### src/rtl/fifo_sync_param.sv
`default_nettype none
// ============================================================================
// Module   : fifo_sync_param
// Brief    : Single-clock FIFO with registered read data, occupancy level,
//            registered threshold flags and sticky overflow/underflow flags.
// Revision : 1.0 - initial release
// ============================================================================
module fifo_sync_param #(
    parameter int WIDTH    = 8,
    parameter int DEPTH    = 4,
    parameter int AF_LEVEL = DEPTH - 1,
    parameter int AE_LEVEL = 1
) (
    input  logic                       clk_i,
    input  logic                       rst_i,
    input  logic                       write,
    input  logic [WIDTH-1:0]           write_d,
    input  logic                       read,
    output logic [WIDTH-1:0]           read_d,
    output logic                       empty,
    output logic                       full,
    output logic                       almost_full,
    output logic                       almost_empty,
    output logic [$clog2(DEPTH):0]     level,
    output logic                       overflow,
    output logic                       underflow,
    input  logic                       clr_err
);

    localparam int c_AW = $clog2(DEPTH);
    localparam int c_LW = c_AW + 1;

    localparam logic [c_LW-1:0] c_DEPTH = c_LW'(DEPTH);
    localparam logic [c_LW-1:0] c_AF    = c_LW'(AF_LEVEL);
    localparam logic [c_LW-1:0] c_AE    = c_LW'(AE_LEVEL);
    localparam logic [c_LW-1:0] c_ONE   = c_LW'(1);

    logic [WIDTH-1:0] r_mem [DEPTH];
    logic [c_AW-1:0]  r_wr_ptr;
    logic [c_AW-1:0]  r_rd_ptr;
    logic [c_LW-1:0]  r_level;
    logic [WIDTH-1:0] r_read_d;
    logic             r_empty;
    logic             r_full;
    logic             r_almost_full;
    logic             r_almost_empty;
    logic             r_overflow;
    logic             r_underflow;

    logic             w_rd_acc;
    logic             w_wr_acc;
    logic             w_ovf_set;
    logic             w_unf_set;
    logic [c_LW-1:0]  w_level_nxt;

    // A write into a full FIFO is only accepted when a read frees a slot in
    // the same cycle; reads never bypass from the write port.
    assign w_rd_acc  = read && (r_level != '0);
    assign w_wr_acc  = write && ((r_level != c_DEPTH) || w_rd_acc);
    assign w_ovf_set = write && !w_wr_acc;
    assign w_unf_set = read && (r_level == '0);

    always_comb begin
        w_level_nxt = r_level;
        if (w_wr_acc && !w_rd_acc) begin
            w_level_nxt = r_level + c_ONE;
        end else if (w_rd_acc && !w_wr_acc) begin
            w_level_nxt = r_level - c_ONE;
        end
    end

    always_ff @(posedge clk_i) begin
        if (!rst_i && w_wr_acc) begin
            r_mem[r_wr_ptr] <= write_d;
        end
    end

    always_ff @(posedge clk_i) begin
        if (rst_i) begin
            r_wr_ptr       <= '0;
            r_rd_ptr       <= '0;
            r_level        <= '0;
            r_read_d       <= '0;
            r_empty        <= 1'b1;
            r_full         <= 1'b0;
            r_almost_full  <= (c_AF == '0);
            r_almost_empty <= 1'b1;
            r_overflow     <= 1'b0;
            r_underflow    <= 1'b0;
        end else begin
            if (w_wr_acc) begin
                r_wr_ptr <= r_wr_ptr + 1'b1;
            end
            if (w_rd_acc) begin
                r_read_d <= r_mem[r_rd_ptr];
                r_rd_ptr <= r_rd_ptr + 1'b1;
            end
            r_level        <= w_level_nxt;
            r_empty        <= (w_level_nxt == '0);
            r_full         <= (w_level_nxt == c_DEPTH);
            r_almost_full  <= (w_level_nxt >= c_AF);
            r_almost_empty <= (w_level_nxt <= c_AE);
            // Set has priority over clear.
            r_overflow     <= w_ovf_set || (r_overflow && !clr_err);
            r_underflow    <= w_unf_set || (r_underflow && !clr_err);
        end
    end

    assign read_d       = r_read_d;
    assign level        = r_level;
    assign empty        = r_empty;
    assign full         = r_full;
    assign almost_full  = r_almost_full;
    assign almost_empty = r_almost_empty;
    assign overflow     = r_overflow;
    assign underflow    = r_underflow;

endmodule
`default_nettype wire
### config.mk
export PLATFORM = sky130hd
export DESIGN_NAME = fifo_sync_param
export DESIGN_NICKNAME = d
export VERILOG_FILES = /design/src/rtl/fifo_sync_param.sv
export SDC_FILE = /design/constraint.sdc
export NUM_CORES = 1
export LEC_CHECK = 0
export ABC_AREA = 1
export CORE_MARGIN = 4
export CORE_UTILIZATION = 54
export DETAILED_ROUTE_END_ITERATION = 7
export PLACE_DENSITY = 0.87
export SLEW_MARGIN = 10
export SYNTH_ARGS = -nofsm -noshare
export SYNTH_HDL_FRONTEND = slang
export SYNTH_SLANG_ARGS = --single-unit
export TNS_END_PERCENT = 5
### constraint.sdc
create_clock -name clk_i -period 2.5 [get_ports clk_i]
set_input_delay 0.625 -clock clk_i [delete_from_list [all_inputs] [get_ports clk_i]]
set_output_delay 0.625 -clock clk_i [all_outputs]
set_load 0.01 [all_outputs]
## Word level (Yosys, flattened, before mapping)

Memory sizes are Yosys's and may differ from the RTL's. A register that Yosys moved wholly into a read port is not among the register bits.
Index checks and enable logic that the tools add are counted.

- Equal/unequal tests: 2
- Reduce and logical (&&, ||, !) cells: 19
- Mux-type cells: 4
- $lt $le $gt $ge: 2
- $add $sub $neg: 4

Operators by type and width:

| cell | count |
|---|---|
| logical AND 1 bit | 9 |
| logical NOT 3 bit | 2 |
| 2-to-1 mux 3 bit | 2 |
| adder 2 x 1 -> 2 bit (second input constant) | 2 |
| logical NOT 1 bit | 4 |
| adder 3 x 1 -> 3 bit (second input constant) | 1 |
| equality test 3 bit (second input constant) | 1 |
| greater-or-equal comparator 3 x 2 -> 1 bit (second input constant) | 1 |
| <= comparator 3 x 1 -> 1 bit (second input constant) | 1 |
| logical OR 1 bit | 3 |
| != test 3 bit (second input constant) | 1 |
| nonzero test 3 bit | 1 |
| subtractor 3 x 1 -> 3 bit (second input constant) | 1 |
| 2-to-1 mux 1 bit | 2 |

- Memory bits (writable): 32
- Flip-flop bits (word level): 13
- Output and inout port bits: 17
- Logic and storage cells: 41
- Bits of input ports: 13
- Memories kept: 1

Memory list:

| memory | depth | bits a word | rd ports | clocked after memory_dff | wr ports | line | text |
|---|---|---|---|---|---|---|---|
| r_mem | 4 | 8 | 1 | 1 | 1 | 38 | `logic [WIDTH-1:0] r_mem [DEPTH];` |

## Logic depth before layout (Yosys ltp)

- Depth in word-level cells: 9
- Mapped depth: 10
- Depth with buffers taken out: 10

## Worst setup path after synthesis

Ideal clock, no wire load.

- Path kind: reg2reg
- From: register r_level[0] (netlist: level[0])
- To: memory r_mem[0][0], enable pin
- Slack: 0.637 ns
- Clock period less this slack: 1.863 ns
- Arrival time: 1.492 ns
- Setup time: 0.371 ns
- Stages on the path, launching flop included: 6
- Path buffers: 0
- Data required time: 2.129 ns
- Path through: dfxtp_1 > inv_1 > ha_1 > nand3_2 > nand3_1 > nor2_1

- Cells in the longest elaborated chain, start to end: 7
- Elaborated cells on any way between the ends: 8
- Those cells by class: eq/ne: 1; mux: 2; reduce/logical: 5

Ends and longest elaborated chain:

| item | line | text |
|---|---|---|
| from (decl) | 41 | `logic [c_LW-1:0] r_level;` |
| from (signal assigned) | 98 | `r_level <= w_level_nxt;` |
| nonzero test 3 bit | 58 | `assign w_rd_acc = read && (r_level != '0);` |
| logical AND 1 bit | 58 |  |
| logical OR 1 bit (*) | 59 | `assign w_wr_acc = write && ((r_level != c_DEPTH) \|\| w_rd_acc);` |
| logical AND 1 bit (*) | 59 |  |
| logical AND 1 bit (*) | 73 | `if (!rst_i && w_wr_acc) begin` |
| 2-to-1 mux 1 bit (*) | 73 |  |
| 2-to-1 mux 1 bit (implied by the code) (*) | 74 | `r_mem[r_wr_ptr] <= write_d;` |
| to (decl) | 38 |  |

Every way passes the cells marked *; elsewhere a longest branch is shown, timed or not.

## Worst setup path in the final report

- From: register r_level[2] (netlist: level[2])
- To: output level[2]

RTL lines:

| item | line | text |
|---|---|---|
| to (decl) | 24 | `output logic [$clog2(DEPTH):0] level,` |

No word-level cell between the ends.

==> flow_summary.json <==
{
  "fin_nets": 280,
  "drc_errors": 0,
  "p_per_area_nw_per_um2": 739,
  "die_x_um": 72.6,
  "worst-r2r-cell-count": 6,
  "drive_above_1_share": 0.134,
  "critPathLaunchType": "flip-flop",
  "htree_levels": 2,
  "whs_ps": 540,
  "coreArea_um2": 4030,
  "ys_types": 23,
  "wl_per_cell_um": 14.2,
  "crit_fanout": 6,
  "crit_arrival_ps": 1390,
  "synth_edf_count": 32,
  "critPathKind": "flip-flop to output pin",
  "finClkSkew_ps": 2.35,
  "die_area_um2": 5270,
  "slew_headroom": 0.739,
  "worstSetupEndpointType": "output pin",
  "clk_pin_slew_ps": 90,
  "reg2reg_from": "level[0]",
  "ys_seq_elements": 53,
  "final_max_slew_viol_count": 0,
  "synth-async-reset-ratio": 0,
  "finalSetupViolCount": 0,
  "drt_first_pass_iters": 4,
  "crit_required_ps": 1880,
  "slowest_delay_ps": 600,
  "syn-cell-area_um2": 2250,
  "rsz0062_at_grt": "no",
  "fin_crit_ps": 2020,
  "ys_seq_area_frac": 0.613,
  "tns_ps": 0,
  "cts_buffers": 5,
  "cp_slowest_cell": "clkdlybuf4s50_1",
  "grt_pass1_wl_um": 7000,
  "synth-main-ff-cell": "edfxtp_1",
  "antenna_cells": 0,
  "fill_cells": 309,
  "cap_violations": 0,
  "io-pin-count": 30,
  "timing.rr.end": "r_mem[0][6]",
  "synthTopCellsByArea": "edfxtp_1 43%, dfxtp_1 19%, nor2_1 6.7%",
  "reg2reg_slack_ps": 630,
  "wl_um": 4410,
  "antenna_left": 0,
  "yosysTopAreaCellShare": 0.426,
  "post_cts_buffers": 0,
  "cp_top_family": "buffers and inverters",
  "cts_resized": 0,
  "hpwl_um": 3430,
  "cts.sinks": 53,
  "grt_max_degree": 19,
  "fmax_mhz": 495,
  "drtIter0Drc": 141,
  "drt-vias-per-instance": 5.13,
  "grtUsageTotal": 0.179,
  "yosysTopAreaCell": "edfxtp_1",
  "hold_depth": 2,
  "yosys-top-cells-count": "40 x nor2_1, 32 x edfxtp_1, 26 x inv_1, 26 x o21ai_0",
  "crit_cells": 1,
  "grt_pass1_vias": 1429,
  "synth.most_common_cell": "nor2_1",
  "cts_tree": "yes",
  "clk_latency_ps": 300,
  "synth_fp_nets": 240,
  "fin_cells": 311,
  "portBuffers": 29,
  "total_leakage_power_nw": 1.12,
  "ys.warnings.count": 0,
  "clk_root_buffer_cell": "clkbuf_8",
  "cts_buffer_depth": 2,
  "vdd_drop_max_uv": 534,
  "place_inst": 303,
  "worst_slew_pin_slew_ps": 391,
  "num_rows": 23,
  "initial_utilization": 0.560,
  "gp_congestion": 0.891,
  "hold_class": "flip-flop to flip-flop",
  "hold_viol": 0,
  "avgSynthCellArea_um2": 10.2,
  "timing.final.crit_share": 0.807,
  "antenna_found_initial": 0,
  "startpoint": "level[2]",
  "status": "finished clean",
  "chipHeight_um": 72.6,
  "via_count": 1596,
  "worstPathCellList": "clkdlybuf4s50_1",
  "ctsHoldBuffers": 0,
  "area.growth.synth_to_final_pct": 21.5,
  "synth_cells": 220,
  "hold_path_startpoint": "r_wr_ptr[1]",
  "post-route-util": 0.680,
  "crit_path_end": "level[2]",
  "grt.overflow.total": 0,
  "critPathBufInv": 1
}
registers in the layout (all words and copies together) (netlist names), 2 cells and up:
name      cells
level         3
read_d        8
r_wr_ptr      2
r_mem        32
r_rd_ptr      2
final cells by class:
class                   instances  area [um2]  area share
flip-flops and latches         53        1380       0.504
multi-input cells             133         741       0.270
repair buffers                 37         350       0.128
inverters                      30         115      0.0420
clock buffers                   5        68.8      0.0251
well taps                      50        62.6      0.0228
clock inverters                 3        21.3     0.00776
layer usage:
layer  part of all wire  GRT usage  vias to the layer above  wire length (um)
li1                   -          -                      814                 -
met1               0.43      0.235                      720              1920
met2               0.49      0.294                       58              2180
met3              0.061     0.0386                        4               269
met4              0.011     0.0615                        0                48
met5                  0          0                        -                 0
cell usage in the layout, fill, tap and decap left out, drive strengths merged:
cell and n:
nor2 42, clkdlybuf4s50 29, a21oi 5, dfxtp 21, nand2 28, nand3 11
o21ai 27, nand4 2, edfxtp 32, ha 7, clkbuf 5, inv 31
buf 8, o22ai 10, clkinv 2, xnor2 1
per-stage QoR:
stage	total power, mW	area, um2	setup slack [ps]
final	2.03	2740	482
after global routing	2.14	2740	411
after CTS	2.04	2740	473
after detailed placement	1.58	2650	348
after global placement	1.57	2650	407
after floorplan	1.38	2250	637
power breakdown:
group          internal [mW]  switching (mW)  total [mW]
sequential             0.998          0.0423        1.04
clock                  0.199           0.269       0.468
combinational          0.224           0.293       0.517
worst min path at each step:
stage | slack [ps] | end
after global routing | 570 | r_wr_ptr[1]
after detailed placement | 530 | r_wr_ptr[1]
after CTS | 540 | r_wr_ptr[1]
after floorplan | 490 | r_wr_ptr[1]
final | 540 | r_wr_ptr[1]
after global placement | 510 | r_wr_ptr[1]
logic make-up (layout without fill, tap and decap cells):
family	after synthesis	after routing	synth area share
compound gates	42	42	0.104
flops	53	53	0.613
buf+inv	34	75	0.0588
xor+xnor	1	1	0.00389
fa+ha+maj	7	7	0.0388
simple gates	83	83	0.182
(Power assumes the default switching activity.)
